[src/rtl/hw5_alu_arbiter.sv]
// Shares one pipelined hw5_unit ALU among four requesters with round-robin issue;
// each result is routed back to its owner through the {id, seq} tag carried by the ALU.
module hw5_alu_arbiter #(
  parameter int unsigned NREQ     = 4,
  parameter int unsigned WIDTH    = 32,
  parameter int unsigned DATABITS = 7,
  parameter int unsigned MAX_OUT  = 8
) (
  input  logic                  clk,
  input  logic                  reset,
  input  logic [NREQ-1:0]       req_valid,
  output logic [NREQ-1:0]       req_ready,
  input  logic [2*NREQ-1:0]     req_op,
  input  logic [WIDTH*NREQ-1:0] req_arg1,
  input  logic [WIDTH*NREQ-1:0] req_arg2,
  output logic [WIDTH-1:0]      alu_a,
  output logic [WIDTH-1:0]      alu_b,
  output logic [1:0]            alu_op,
  output logic [DATABITS-1:0]   alu_tag,
  input  logic [WIDTH-1:0]      alu_res,
  input  logic [1:0]            alu_out_op,
  input  logic [DATABITS-1:0]   alu_out_tag,
  output logic [NREQ-1:0]       rsp_valid,
  output logic [WIDTH-1:0]      rsp_result,
  output logic [1:0]            rsp_op,
  output logic [DATABITS-3:0]   rsp_seq,
  output logic                  idle,
  output logic                  err_spurious
);

  localparam int unsigned IDW  = 2;
  localparam int unsigned SEQW = DATABITS - IDW;
  localparam int unsigned CNTW = 4;
  localparam int unsigned OPW  = 2;
  localparam logic [OPW-1:0] OP_NOP = '0;

  typedef struct packed {
    logic [OPW-1:0]      op;
    logic [DATABITS-1:0] tag;
    logic [WIDTH-1:0]    a;
    logic [WIDTH-1:0]    b;
  } issue_t;

  typedef struct packed {
    logic [NREQ-1:0]  valid;
    logic [WIDTH-1:0] result;
    logic [OPW-1:0]   op;
    logic [SEQW-1:0]  seq;
  } rsp_t;

  logic [IDW-1:0]             rr_q, rr_d;
  logic [NREQ-1:0][SEQW-1:0]  seq_q, seq_d;
  logic [NREQ-1:0][CNTW-1:0]  cnt_q, cnt_d;
  issue_t                     issue_q, issue_d;
  rsp_t                       rsp_q, rsp_d;
  logic                       err_q, err_d;

  logic [NREQ-1:0][OPW-1:0]   op_c;
  logic [NREQ-1:0][WIDTH-1:0] arg1_c;
  logic [NREQ-1:0][WIDTH-1:0] arg2_c;
  logic [NREQ-1:0]            elig_c;
  logic                       grant_any_c;
  logic [IDW-1:0]             grant_id_c;
  logic [IDW-1:0]             scan_idx_c;
  logic                       ret_any_c;
  logic [IDW-1:0]             ret_id_c;

  assign op_c   = req_op;
  assign arg1_c = req_arg1;
  assign arg2_c = req_arg2;

  assign ret_any_c = (alu_out_op != OP_NOP);
  assign ret_id_c  = alu_out_tag[DATABITS-1 -: IDW];

  // Round-robin scan from rr_q; iterating downward lets the closest eligible index win.
  always_comb begin
    elig_c      = '0;
    grant_any_c = 1'b0;
    grant_id_c  = rr_q;
    scan_idx_c  = '0;
    req_ready   = '0;
    for (int i = 0; i < int'(NREQ); i++) begin
      elig_c[i] = req_valid[i] && (op_c[i] != OP_NOP) && (cnt_q[i] < CNTW'(MAX_OUT));
    end
    for (int k = int'(NREQ) - 1; k >= 0; k--) begin
      scan_idx_c = rr_q + IDW'(k);
      if (elig_c[scan_idx_c]) begin
        grant_any_c = 1'b1;
        grant_id_c  = scan_idx_c;
      end
    end
    if (grant_any_c) begin
      req_ready = NREQ'(1) << grant_id_c;
    end
  end

  always_comb begin
    rr_d    = rr_q;
    seq_d   = seq_q;
    cnt_d   = cnt_q;
    issue_d = '0;
    rsp_d   = rsp_q;
    err_d   = err_q;

    rsp_d.valid = '0;

    if (grant_any_c) begin
      issue_d.op             = op_c[grant_id_c];
      issue_d.a              = arg1_c[grant_id_c];
      issue_d.b              = arg2_c[grant_id_c];
      issue_d.tag            = {grant_id_c, seq_q[grant_id_c]};
      seq_d[grant_id_c]      = seq_q[grant_id_c] + SEQW'(1);
      rr_d                   = grant_id_c + IDW'(1);
    end

    if (ret_any_c) begin
      rsp_d.valid[ret_id_c] = 1'b1;
      rsp_d.result          = alu_res;
      rsp_d.op              = alu_out_op;
      rsp_d.seq             = alu_out_tag[SEQW-1:0];
      if (cnt_q[ret_id_c] == '0) begin
        err_d = 1'b1;
      end
    end

    // Accept and return on the same edge cancel; a return never underflows a zero count.
    for (int i = 0; i < int'(NREQ); i++) begin
      if (grant_any_c && (grant_id_c == IDW'(i))) begin
        cnt_d[i] = cnt_d[i] + CNTW'(1);
      end
      if (ret_any_c && (ret_id_c == IDW'(i)) && (cnt_q[i] != '0)) begin
        cnt_d[i] = cnt_d[i] - CNTW'(1);
      end
    end
  end

  always_ff @(posedge clk or negedge reset) begin
    if (!reset) begin
      rr_q    <= '0;
      seq_q   <= '0;
      cnt_q   <= '0;
      issue_q <= '0;
      rsp_q   <= '0;
      err_q   <= 1'b0;
    end else begin
      rr_q    <= rr_d;
      seq_q   <= seq_d;
      cnt_q   <= cnt_d;
      issue_q <= issue_d;
      rsp_q   <= rsp_d;
      err_q   <= err_d;
    end
  end

  assign alu_a        = issue_q.a;
  assign alu_b        = issue_q.b;
  assign alu_op       = issue_q.op;
  assign alu_tag      = issue_q.tag;
  assign rsp_valid    = rsp_q.valid;
  assign rsp_result   = rsp_q.result;
  assign rsp_op       = rsp_q.op;
  assign rsp_seq      = rsp_q.seq;
  assign err_spurious = err_q;
  assign idle         = (cnt_q == '0) && (issue_q.op == OP_NOP);

endmodule

[config.mk]
export PLATFORM = sky130hd
export DESIGN_NAME = hw5_alu_arbiter
export DESIGN_NICKNAME = d
export VERILOG_FILES = /design/src/rtl/hw5_alu_arbiter.sv
export SDC_FILE = /design/constraint.sdc
export NUM_CORES = 1
export LEC_CHECK = 0
export ABC_AREA = 1
export BUFFER_PORTS_ARGS = -buffer_cell sky130_fd_sc_hd__buf_2
export CORE_AREA = 2 2 166 168
export CTS_CLUSTER_DIAMETER = 30
export DETAILED_ROUTE_END_ITERATION = 10
export DIE_AREA = 0 0 168 170
export PLACE_DENSITY = 0.66
export SLEW_MARGIN = 15
export SYNTH_ARGS = -nofsm -noshare
export SYNTH_HDL_FRONTEND = slang
export SYNTH_SLANG_ARGS = --single-unit
[constraint.sdc]
create_clock -name clk -period 2.35 [get_ports clk]
set_input_delay 0.1175 -clock clk [delete_from_list [all_inputs] [get_ports clk]]
set_output_delay 0.1175 -clock clk [all_outputs]
set_load 0.01 [all_outputs]
# Word-level counts from Yosys, hierarchy flattened
# Cells that the tools add are included.
totals:
  ff_bits: 155
  inputBits: 311
  out_inout_bits: 122
  word_cells: 130
classes:
  add_sub_neg: 13
  order_cmp: 12
  n_eq_ne: 6
  shifts: 1
  mux: 42
  n_reduce_logical: 38
ops:
  columns: ["cell", "n"]
  rows:
  - ["$bmux 32 s2", 2]
  - ["$mux 73", 1]
  - ["$mux 32", 2]
  - ["$mux 43", 1]
  - ["$mux 4", 10]
  - ["$logic_and 1x1->1", 23]
  - ["$bwmux 20", 1]
  - ["$lt 2x3->1 const B", 6]
  - ["$add 4x1->4 const B", 4]
  - ["$logic_not 16->1", 1]
  - ["$lt 4x4->1 const B", 4]
  - ["$reduce_bool 4->1", 4]
  - ["$sub 4x1->4 const B", 4]
  - ["$bmux 5 s2", 1]
  - ["$demux 5 s2", 1]
  - ["$mux 2", 5]
  - ["$mux 5", 2]
  - ["$reduce_bool 2->1", 5]
  - ["$mux 1", 9]
  - ["$bmux 1 s2", 4]
  - ["$bmux 4 s2", 1]
  - ["$eq 2x2->1 const B", 4]
  - ["$logic_not 2->1", 3]
  - ["$add 5x1->5 const B", 1]
  - ["other kinds (9)", 13]

# Longest topological paths before layout
# Gate-level depths: netlist (run 1).
logic_depth:
  depth_word: 14
  ltp_mapped: 23
  ltp_nobuf: 22

# Worst setup path after synthesis (run 1)
# No wires, ideal clock.
synth_path:
  path_type: "reg-to-reg"
  start: "register rr_q[0]"
  end: "register seq_q[19] (netlist bit)"
  setup_ns: 0.118
  arrival_ns: 2.292
  t_required_ns: 2.232
  slack_ns: -0.060
  path_stages_with_launch: 22
  n_path_buf: 2
  synth_period_minus_slack_ns: 2.410
  path_cell_list: "dfrtp_1 -> buf_4 -> inv_2 -> nand3_1 -> nand2_1 -> nand2_1 -> nand2_1 -> inv_2 -> o21ai_2 -> nand3_2 -> nand2_4 -> buf_8 -> nand2_1 -> nand2_1 -> nand2_1 -> nand2_2 -> ha_1 -> inv_1 -> nor2_1 -> nand3_1 -> nand3_1 -> nand2_1"
synth_between:
  elab_chain_cells: 12
  elab_cells_between_ends: 28
  classes_between: "add/sub: 4; order compare: 2; mux: 21; reduce/logical: 1"
synth_lines:
  columns: ["item", "line", "rtl"]
  rows:
  - ["from (decl)", "51", "logic [IDW-1:0] rr_q, rr_d;"]
  - ["from (signal assigned)", "146", "rr_q <= rr_d;"]
  - ["parallel branches: the longest is 12 deep, another holds $add 5x1->5", null, null]
  - ["to (signal assigned)", "147", "seq_q <= seq_d;"]
  - ["to (decl)", "52", "logic [NREQ-1:0][SEQW-1:0] seq_q, seq_d;"]
# Several ways; the timed one is not identified. The select of a mux whose other input is x is not followed.
# A chain may end at the register's enable or synchronous reset.

==> reports/qor.yml, run 1 <==
run_status:
  outcome: "complete, but fails checks"
  failed_checks: "setup timing"
logic_synthesis:
  synth_ff_type: "dfrtp_1"
  seq_area_frac_synth_pct: 47.3
  total_nets_after_synthesis: 1400
  synth.avg_cell_area_um2: 7.62
  synth_enable_flop_cells: 0
  netlist_top_cells_area: "dfrtp_1 47%, nand2_1 17%, nor2_1 7.0%, a31oi_1 5.1%, o21ai_0 4.9%"
  cell_area_synth_mm2: 0.00820
  syn_inst: 1076
  ys_types: 40
  synth.top_cells.by_count: "368 x nand2_1, 155 x dfrtp_1, 153 x nor2_1"
  synth_top_cell_by_area: "dfrtp_1"
  synthesis.yosys.warnings: 0
  most_numerous_cell_in_the_yosys_netlist: "nand2_1"
  number_of_synthesized_register_bits: 155
  synthArstFlopShare_pct: 100
  synth.top_cell.area_share_pct: 47.3
route:
  initialDrtViolationCount: 945
  route.vias.total: 11200
  routed_wl_per_cell_um: 19.5
  ant_nets: 0
  drt_wl_total_um: 42700
  drt-vias-per-instance: 5.14
  drc: 0
  drt_first_pass_iters: 6
cts:
  clk_pin_slew_worst_paths_ns: 0.08
  cts_tree: "done"
  clkSinkCount: 155
  cts_buffer_depth: 2
  clkLatencyLatePin_ns: 0.43
  cts-buffers-inserted: 17
  root_buffer: "clkbuf_16"
  htreeDepth: 4
timing:
  finClkSkew_ns: 0.0125
  setup_total_negative_slack_ns: -19.68
  min_period_ns: 2.71
  max_clock_freq_mhz: 370
  hold_viol_final: 0
  slew_viol_final: 0
  tightest_slew_ns: 0.633
  post-route-period-util_pct: 115
  worst_slew_margin_rel_pct: 57.7
  layout_setup_ws_ns: -0.355
  final_hold_slack_ns: 0.00149
  setup_repair_after_global_routing_missed_its_margin: "true"
  setup_viol: 106
worst_setup_path:
  rr_worst_depth: 19
  critical_path.endpoint_type: "flip-flop"
  crit-reg2reg-launch: "rr_q[0]"
  regToRegSetupSlack_ns: -0.36
  start_kind: "flip-flop"
  worst-setup-path-type: "reg -> reg"
  required_ns: 2.67
  worstSetupStartpoint: "rr_q[0]"
  cp.arrival_ns: 3.03
  cp_max_fo: 6
  r2r_end: "alu_a[23]"
worst_hold_path:
  min_to: "alu_b[28]"
  min_path_type: "in -> reg"
  timing.hold.worst_path_depth: 3
  worstHoldStart: "req_arg2[28]"
final_layout:
  final_cells: 2186
  layout-drive-gt1-share_pct: 45.9
  finalNetCount: 2153
  area.growth.synth_to_final_pct: 95.6
placed_design:
  dp.final_hpwl_um: 23200
  post-place-cells: 1887
  routabilityCongestion: 0.860
  place.port_buffers: 432
  pre_cts_ws_ns: -0.366
global_route:
  use_met3_pct: 6.86
  grt_max_degree: 71
  gr-usage-met2_pct: 45.3
  globalRouteMet1Util_pct: 30.9
  top_usage_layer: "met2"
  gr-usage-all-layers_pct: 26.4
  antenna_violations_before_repair: 2
  grt_pass1_vias: 11100
  globalRoute.totalOverflow: 0
  grt_pass1_wl_um: 58500
die:
  die-area_mm2: 0.0286
  num_rows: 60
  die_height_um: 170
  io_pins: 433
  core_ar_mm2: 0.0267
  die_width_um: 168
  floorplan.initialDensity_pct: 30.8
job:
  cap_violations: 0
placed cells by master, fill, tap and decap left out, drive strengths merged, types with 2 or more instances in the layout:
cell and instances:
nand3b 3, nor2 154, dlygate4sd3 195, clkbuf 22, nand2 375, o21ai 90
ha 13, nand4 2, nand3 54, buf 591, nor3 4, a21oi 8
clkinvlp 3, inv 73, diode 3, dfrtp 155, xor2 9, xnor2 7
clkinv 5, o21bai 3, a31oi 67
routing by layer:
layer | part of all wire, % | vias to the layer above
met5 | 0.035 | -
met3 | 9.1 | 231
met1 | 37 | 5280
met2 | 49 | 736
met4 | 5.4 | 2
li1 | - | 4982
through the flow:
stage          util [%]  cell area, µm²
5_1_grt            60.1           16000
3_5_place_dp       42.6           11400
6_report           60.2           16000
3_3_place_gp       42.6           11400
4_1_cts            56.9           15200
2_1_floorplan         -            8230
timing repair:
item                                    in CTS  in global routing
buffers inserted                            43                 18
endpoints found under the hold margin      147                  0
hold buffers                               195                  0
endpoints found under the setup margin     107                110
pin swaps                                   67                 96
cloned                                      11                  6
resized for setup                          168                200
registers in the layout, summed over array words and instances, names as in the netlist:
name          cells
err_spurious      1
alu_a            32
alu_b            32
rsp_valid         4
rsp_op            2
alu_tag           7
alu_op            2
rr_q              2
seq_q            20
cnt_q            16
rsp_result       32
rsp_seq           5
area by class of cell:
type / instances / area, µm²
flip-flops and latches: 155 / 3880
inverters: 66 / 288
clock buffers: 17 / 425
fillers: 2050 / 10600
diodes: 3 / 7.51
clock inverters: 15 / 151
well taps: 341 / 427
repair buffers: 791 / 6090
multi-input cells: 798 / 4760
how the worst max path moves through the flow:
| stage | to | slack [ns] |
|---|---|---|
| 3_3_place_gp | cnt_q[1] | -0.19 |
| 6_report | alu_a[23] | -0.36 |
| 2_1_floorplan | seq_q[19] | -0.02 |
| 3_5_place_dp | seq_q[12] | -0.37 |
| 4_1_cts | seq_q[19] | -0.16 |
| 5_1_grt | alu_a[4] | -0.48 |
worst max-delay path, cell delays in order, from the launching register on:
cell,delay (ns)
dfrtp_2,0.43
buf_6,0.14
inv_8,0.07
nand3_1,0.12
nand2_2,0.10
nand2_1,0.08
nand2_2,0.10
o21ai_2,0.06
buf_4,0.14
nand3_4,0.11
buf_6,0.14
nand2_8,0.06
buf_6,0.11
nor2_4,0.15
buf_6,0.15
buf_12,0.10
buf_12,0.10
buf_16,0.14
nand2_2,0.05
a31oi_1,0.22
cell families (layout without fill, tap and decap cells):
kind of cell,Yosys count,count (layout),synth area share [%]
muxes,1,1,0.122
other,0,3,0
and+or+nand+nor,594,595,29.4
adders and majority gates,13,13,1.98
xor gates and xnor gates,16,16,1.89
AOI/OAI and AO/OA,173,173,12.1
buffers and inverters,124,889,7.22
DFF,155,155,47.3
Power of run 1 is left out: the tool's default activity adds up to more than one toggle a clock period on the data nets, which glitch-free logic cannot reach.
==> run 2, diff against run 1 <==
CAP_MARGIN = 20   (was default)
RECOVER_POWER = 100   (was default)
==> run 2 against run 1 <==
  * Die area stayed put
  * Highest routed layer is now met4
  * Clock skew shrank 0.0011 ns
  * Global-route usage unchanged
  * Largest cell class unchanged
  * Register-to-register slack improved by 0.05 ns
  * The flow finishes with violations (hold timing, setup timing)
  * Cell count unchanged
  * Critical path depth unchanged
==> reports/qor.yml, run 2 (synthesis results as in run 1) <==
worst_setup_path:
  worst-setup-path-type: "reg -> reg"  # unchanged
  start_kind: "flip-flop"  # unchanged
  cp.arrival_ns: 2.99  # was 3.03 ns
  cp_max_fo: 6  # unchanged
  required_ns: 2.69  # was 2.67 ns
  critical_path.endpoint_type: "flip-flop"  # unchanged
placed_design:
  routabilityCongestion: 0.860  # unchanged
  dp.final_hpwl_um: 23200  # unchanged
  pre_cts_ws_ns: -0.366  # unchanged
  place.port_buffers: 432  # unchanged
global_route:
  grt_max_degree: 71  # unchanged
  grt_pass1_vias: 11100  # unchanged
  antenna_violations_before_repair: 2  # unchanged
  globalRoute.totalOverflow: 0  # unchanged
  grt_pass1_wl_um: 58500  # unchanged
  gr-usage-all-layers_pct: 26.4  # unchanged
die:
  core_ar_mm2: 0.0267  # unchanged
  num_rows: 60  # unchanged
  die_height_um: 170  # unchanged
  die-area_mm2: 0.0286  # unchanged
  floorplan.initialDensity_pct: 30.8  # unchanged
  die_width_um: 168  # unchanged
  io_pins: 433  # unchanged
run_status:
  outcome: "complete, but fails checks"  # unchanged
  failed_checks: "hold timing, setup timing"  # was setup timing
timing:
  max_clock_freq_mhz: 377  # was 370 MHz
  worst_slew_margin_rel_pct: 23.1  # was 57.7%
  layout_setup_ws_ns: -0.303  # was -0.355 ns
  slew_viol_final: 0  # unchanged
  hold_viol_final: 1  # was 0
  final_hold_slack_ns: -0.000357  # was 0.00149 ns
  finClkSkew_ns: 0.0115  # was 0.0125 ns
  setup_viol: 105  # was 106
  setup_repair_after_global_routing_missed_its_margin: "true"  # unchanged
  tightest_slew_ns: 1.15  # was 0.633 ns
  post-route-period-util_pct: 113  # was 115%
  min_period_ns: 2.65  # was 2.71 ns
route:
  drt-vias-per-instance: 5.17  # was 5.14
  drt_first_pass_iters: 7  # was 6
  routed_wl_per_cell_um: 19.5  # about the same
  initialDrtViolationCount: 911  # was 945
  route.vias.total: 11300  # was 11.2k
  ant_nets: 0  # unchanged
  drc: 0  # unchanged
  drt_wl_total_um: 42600  # was 42,700 µm
cts:
  cts_buffer_depth: 2  # unchanged
  cts_tree: "done"  # unchanged
  clkSinkCount: 155  # unchanged
  cts-buffers-inserted: 17  # unchanged
  clk_pin_slew_worst_paths_ns: 0.07  # was 0.08 ns
  clkLatencyLatePin_ns: 0.43  # about the same
  htreeDepth: 4  # unchanged
  root_buffer: "clkbuf_16"  # unchanged
worst_hold_path:
  min_path_type: "in -> reg"  # unchanged
final_layout:
  most-common-layout-cells: "310 x buf_2, 279 x nand2_1, 195 x dlygate4sd3_1, 153 x dfrtp_1, 125 x nor2_1"  # was 428 x buf_2, 279 x nand2_1, 195 x dlygate4sd3_1, 153 x dfrtp_1, 124 x nor2_1
  post-route-util_pct: 59.5  # was 60.2%
  final_common_cell: "buf_2"  # unchanged
  layout-drive-gt1-share_pct: 39.4  # was 45.9%
  finalNetCount: 2153  # unchanged
  area.growth.synth_to_final_pct: 93.5  # was 95.6%
job:
  cap_violations: 0  # unchanged
[run 2: cell types whose count changed in the layout (fill, tap and decap cells not counted), moves of 3 or more]
cell | before | now
clkbuf_2 | 0 | 3
buf_4 | 83 | 80
buf_2 | 428 | 310
clkbuf_1 | 0 | 119
[run 2: area by class of cell]
cell class              count  area (µm²)
diodes                      3        7.51
clock buffers              17         425
clock inverters            15         151
fillers                  2133       10800
inverters                  66         288
multi-input cells         798        4760
flip-flops and latches    155        3880
well taps                 341         427
repair buffers            791        5910
[run 2: worst paths after layout]
path                               from   endpoint  slack (ns)  depth (start not counted)
setup reg to reg                rr_q[0]   alu_b[4]       -0.30                         19
hold reg to reg                seq_q[3]   seq_q[3]        0.48                          2
max in group asynchronous         reset  alu_b[28]        0.25                          3
min in group asynchronous         reset   cnt_q[5]        0.41                          2
hold / removal             req_arg2[28]  alu_b[28]     -0.0004                          3
setup / recovery                rr_q[0]   alu_b[4]       -0.30                         19
[run 2: worst max-delay path, stage by stage, from the launching register on]
cell and delay (ns):
dfrtp_2 0.43, buf_6 0.14, inv_8 0.07, nand3_1 0.12, nand2_2 0.10, nand2_1 0.08, nand2_2 0.10, o21ai_2 0.06
buf_4 0.14, nand3_4 0.11, buf_6 0.14, nand2_8 0.06, buf_6 0.11, nor2_4 0.15, buf_6 0.15, buf_12 0.10
buf_12 0.10, buf_16 0.14, nand2_2 0.05, a31oi_1 0.18
[run 2: metrics by stage]
step / TNS, ns / area [µm²] / std cells
after global placement: -9.01 / 11400 / 1887
after CTS: -9.49 / 15200 / 2168
after global routing: -42.15 / 15900 / 2184
after floorplan: -0.0215 / 8230 / 1076
final: -19.38 / 15900 / 2186
after detailed placement: -20.78 / 11400 / 1887
[run 2: per-layer routing]
layer  track usage (%)  up-vias  share of wire, %
met3              6.86      238               9.3
met5                 0        -                 0
met1              30.9     5327                37
li1                  -     4978                 -
met4              12.3        0               5.5
met2              45.3      751                49
[run 2: what timing repair did]
item / 4_1_cts / 5_1_grt
endpoints found under the setup margin: 107 / 110
resized for setup: 168 / 200
cloned: 11 / 6
hold buffers: 195 / 0
pin swaps: 67 / 96
endpoints found under the hold margin: 147 / 0
setup buffers: 43 / 18
Power of run 2 is left out for the same reason.
==> run 3, diff against run 2 <==
ABC_AREA = default   (was 1)
CORE_AREA = 2 2 167 169   (was 2 2 166 168)
DIE_AREA = 0 0 169 171   (was 0 0 168 170)
GPL_TIMING_DRIVEN = 0   (was default)
==> run 3 against run 2 <==
  * The flow finishes with violations (capacitance limit, slew limit, setup timing)
  * Sequential cell count did not move
  * Cell area fell by 19%
  * Register-to-register slack improved by 0.15 ns
  * First-iteration DRC count fell by 38%
  * Cell count fell by 25%
  * Critical path depth fell by 10
  * Sequential share of layout area rose by 5.9 points
==> reports/qor.yml, run 3 <==
run_status:
  outcome: "complete, but fails checks"  # unchanged
  failed_checks: "capacitance limit, slew limit, setup timing"  # was hold timing, setup timing
power:
  clock_network_power_share_pct: 15.9
  pwr-share-seq_pct: 23.9
  p_switching_w: 0.00781
  power.ir.vdd_worst_mv: 0.530
  switching_share_pct: 44.1
  power.total_w: 0.0177
  cellPowerDensity_mw_per_mm2: 1380
  combinationalPowerShare_pct: 60.2
  cell_internal_pwr_w: 0.00988
  leakagePower_nw: 5.72
placed_design:
  dp.final_hpwl_um: 24200  # was 23,200 µm
  pre_cts_ws_ns: -0.693  # was -0.366 ns
  place.port_buffers: 432  # unchanged
  post-place-cells: 1528  # was 1,887
  routabilityCongestion: 0.876  # was 0.860
cts:
  cts-buffers-inserted: 17  # unchanged
  htreeDepth: 4  # unchanged
  root_buffer: "clkbuf_16"  # unchanged
  cts_tree: "done"  # unchanged
  clkLatencyLatePin_ns: 0.43  # about the same
  clkSinkCount: 155  # unchanged
  cts_buffer_depth: 2  # unchanged
  clk_pin_slew_worst_paths_ns: 0.07  # about the same
die:
  io_pins: 433  # unchanged
  die_height_um: 171  # was 170 µm
  core_ar_mm2: 0.0273  # was 0.0267 mm²
  die-area_mm2: 0.0289  # was 0.0286 mm²
  num_rows: 61  # was 60
  floorplan.initialDensity_pct: 30.3  # was 30.8%
  die_width_um: 169  # was 168 µm
final_layout:
  post-route-util_pct: 46.8  # was 59.5%
  area.growth.synth_to_final_pct: 54.4  # was 93.5%
  layout-drive-gt1-share_pct: 43.6  # was 39.4%
  num-fill-cells: 2620  # was 2,133
  finalNetCount: 1598  # was 2,153
  final_common_cell: "buf_2"  # unchanged
  most-common-layout-cells: "315 x buf_2, 155 x dfrtp_1, 132 x clkbuf_1, 98 x a211oi_1, 66 x nor2b_1"  # was 310 x buf_2, 279 x nand2_1, 195 x dlygate4sd3_1, 153 x dfrtp_1, 125 x nor2_1
  final_cells: 1639  # was 2,186
  multi_input_gate_area_mm2: 0.00457  # was 0.00476 mm²
  sequential_cell_area_mm2: 0.00388  # about the same
worst_hold_path:
  min_path_type: "in -> reg"  # unchanged
  worstHoldStart: "req_arg1[112]"  # was req_arg2[28]
  timing.hold.worst_path_depth: 3  # unchanged
  min_to: "alu_a[16]"  # was alu_b[28]
logic_synthesis:
  synth.avg_cell_area_um2: 11.0  # was 7.62 µm²
  synth_ff_type: "dfrtp_1"  # unchanged
  cell_area_synth_mm2: 0.00827  # was 0.00820 mm²
  syn_inst: 749  # was 1,076
  synthesis.yosys.warnings: 0  # unchanged
  synth.top_cell.area_share_pct: 46.9  # was 47.3%
  netlist_top_cells_area: "dfrtp_1 47%, a211oi_1 12%, mux2i_1 9.7%, mux2_2 5.3%, nor2b_1 5.0%"  # was dfrtp_1 47%, nand2_1 17%, nor2_1 7.0%, a31oi_1 5.1%, o21ai_0 4.9%
  seq_area_frac_synth_pct: 46.9  # was 47.3%
  synthArstFlopShare_pct: 100  # unchanged
  synth_top_cell_by_area: "dfrtp_1"  # unchanged
  number_of_synthesized_register_bits: 155  # unchanged
  ys_types: 58  # was 40
  total_nets_after_synthesis: 1073  # was 1,400
  most_numerous_cell_in_the_yosys_netlist: "dfrtp_1"  # was nand2_1
  synth_enable_flop_cells: 0  # unchanged
  synth.top_cells.by_count: "155 x dfrtp_1, 132 x a211oi_1, 80 x mux2i_1"  # was 368 x nand2_1, 155 x dfrtp_1, 153 x nor2_1
worst_setup_path:
  start_kind: "flip-flop"  # unchanged
  crit-reg2reg-launch: "cnt_q[7]"  # was rr_q[0]
  worst_path_most_repeated_cell: "buf_12"  # was buf_6
  cpMaxStageDelayCell: "mux4_2"  # was dfrtp_2
  cp_slowest_stage_delay_ns: 0.61  # was 0.43 ns
  r2r_end: "seq_q[7]"  # was alu_b[4]
  critical_path.cell_chain: "nand2b_4 -> o22a_1 -> o21ai_2 -> o211a_1 -> buf_12 -> mux4_2 -> buf_12 -> xnor2_4 -> o21ai_1"  # was buf_6 -> inv_8 -> nand3_1 -> nand2_2 -> nand2_1 -> nand2_2 -> o21ai_2 -> buf_4 -> nand3_4 -> buf_6 -> nand2_8 -> buf_6 -> nor2_4 -> buf_6 -> buf_12 -> buf_12 -> buf_16 -> nand2_2 -> a31oi_1
  worst-setup-path-type: "reg -> reg"  # unchanged
  rr_worst_depth: 9  # was 19
  cp.arrival_ns: 2.81  # was 2.99 ns
  required_ns: 2.66  # was 2.69 ns
  regToRegSetupSlack_ns: -0.15  # was -0.30 ns
  critical_path.endpoint_type: "flip-flop"  # unchanged
  cp_max_fo: 6  # unchanged
timing:
  worst_slew_margin_rel_pct: -22.5  # was 23.1%
  max_clock_freq_mhz: 400  # was 377 MHz
  hold_viol_final: 0  # was 1
  setup_repair_after_global_routing_missed_its_margin: "true"  # unchanged
  slew_viol_final: 80  # was 0
  layout_setup_ws_ns: -0.151  # was -0.303 ns
  setup_viol: 60  # was 105
  tightest_slew_ns: 1.84  # was 1.15 ns
  min_period_ns: 2.50  # was 2.65 ns
  post-route-period-util_pct: 106  # was 113%
  finClkSkew_ns: 0.0195  # was 0.0115 ns
  setup_total_negative_slack_ns: -3.09  # was -19.38 ns
route:
  route.vias.total: 8385  # was 11.3k
  routed_wl_per_cell_um: 20.2  # was 19.5 µm
  drt-vias-per-instance: 5.12  # was 5.17
  drc: 0  # unchanged
  initialDrtViolationCount: 562  # was 911
  ant_nets: 0  # unchanged
  drt_first_pass_iters: 5  # was 7
  drt_wl_total_um: 33100  # was 42,600 µm
global_route:
  grt_pass1_wl_um: 46700  # was 58,500 µm
  gr-usage-all-layers_pct: 21.2  # was 26.4%
  globalRoute.totalOverflow: 0  # unchanged
  grt_max_degree: 81  # was 71
  grt_pass1_vias: 7952  # was 11.1k
  antenna_violations_before_repair: 5  # was 2
job:
  cap_violations: 1  # was 0
## run 3: repair_timing
action / 4_1_cts / 5_1_grt
hold endpoints to repair: 121 / 0
pin swaps: 17 / 27
endpoints found under the setup margin: 101 / 92
hold buffers: 43 / 0
setup buffers: 14 / 18
resized for setup: 92 / 97
## run 3: metrics by stage
stage	instance area (µm²)	hold slack [ns]
floorplan	8300	-0.178
global placement	10900	0.339
detailed placement	10900	0.147
CTS	12400	0.0166
global route	12800	0.0241
finish	12800	0.0419
## run 3: layout make-up
| type | count | area share (%) |
|---|---|---|
| multi-input combinational | 520 | 35.8 |
| sequential | 155 | 30.4 |
| timing repair buffer | 508 | 21.5 |
| buffer | 53 | 3.57 |
| tap | 346 | 3.39 |
| clock buffer | 18 | 3.36 |
| clock inverter | 14 | 1.18 |
| inverter | 19 | 0.754 |
| antenna | 6 | 0.118 |
## run 3: how the worst max path moves through the flow
stage / start / to / slack (ns)
after global placement: reset / alu_a[1] / -1.33
final: cnt_q[7] / seq_q[7] / -0.15
after detailed placement: req_op[2] / alu_b[20] / -0.69
after floorplan: cnt_q[11] / seq_q[4] / -0.007
after CTS: cnt_q[15] / seq_q[8] / -0.18
after global routing: cnt_q[7] / seq_q[8] / -0.23
## run 3: worst max-delay path, delay by kind of cell, from the launching register on
kind,cells,cell delay (ns)
simple gates,1,0.17
xor+xnor,1,0.18
mux,1,0.61
compound gates,4,0.71
flops,1,0.39
buf+inv,2,0.32
## run 3: power by group through the flow
stage | clock network [W] | logic [W] | registers, W
after floorplan | 0 | 0.00529 | 0.00446
after global placement | 0 | 0.00834 | 0.00417
after detailed placement | 0 | 0.00848 | 0.00420
after CTS | 0.00287 | 0.00972 | 0.00416
after global routing | 0.00299 | 0.0114 | 0.00433
final | 0.00281 | 0.0106 | 0.00423
## run 3: cell families (layout without fill, tap and decap cells)
logic type | Yosys count | after routing | share of synthesized area, %
mux | 121 | 121 | 15.4
simple gates | 163 | 163 | 11.0
other cells | 0 | 6 | 0
xor+xnor | 26 | 26 | 2.84
buf+inv | 74 | 612 | 4.60
compound gates | 197 | 197 | 17.3
flops | 155 | 155 | 46.9
fa+ha+maj | 13 | 13 | 1.97
## run 3: metal layers
metal	vias up	wire length [µm]	GRT usage [%]	share of wire [%]
met3	62	1960	4.63	5.9
met4	0	882	7.51	2.7
met1	4185	14000	27.3	42
met2	325	16200	35.2	49
li1	3813	-	-	-
met5	-	0	0	0
Note: power is estimated with default switching activity, not from simulation.
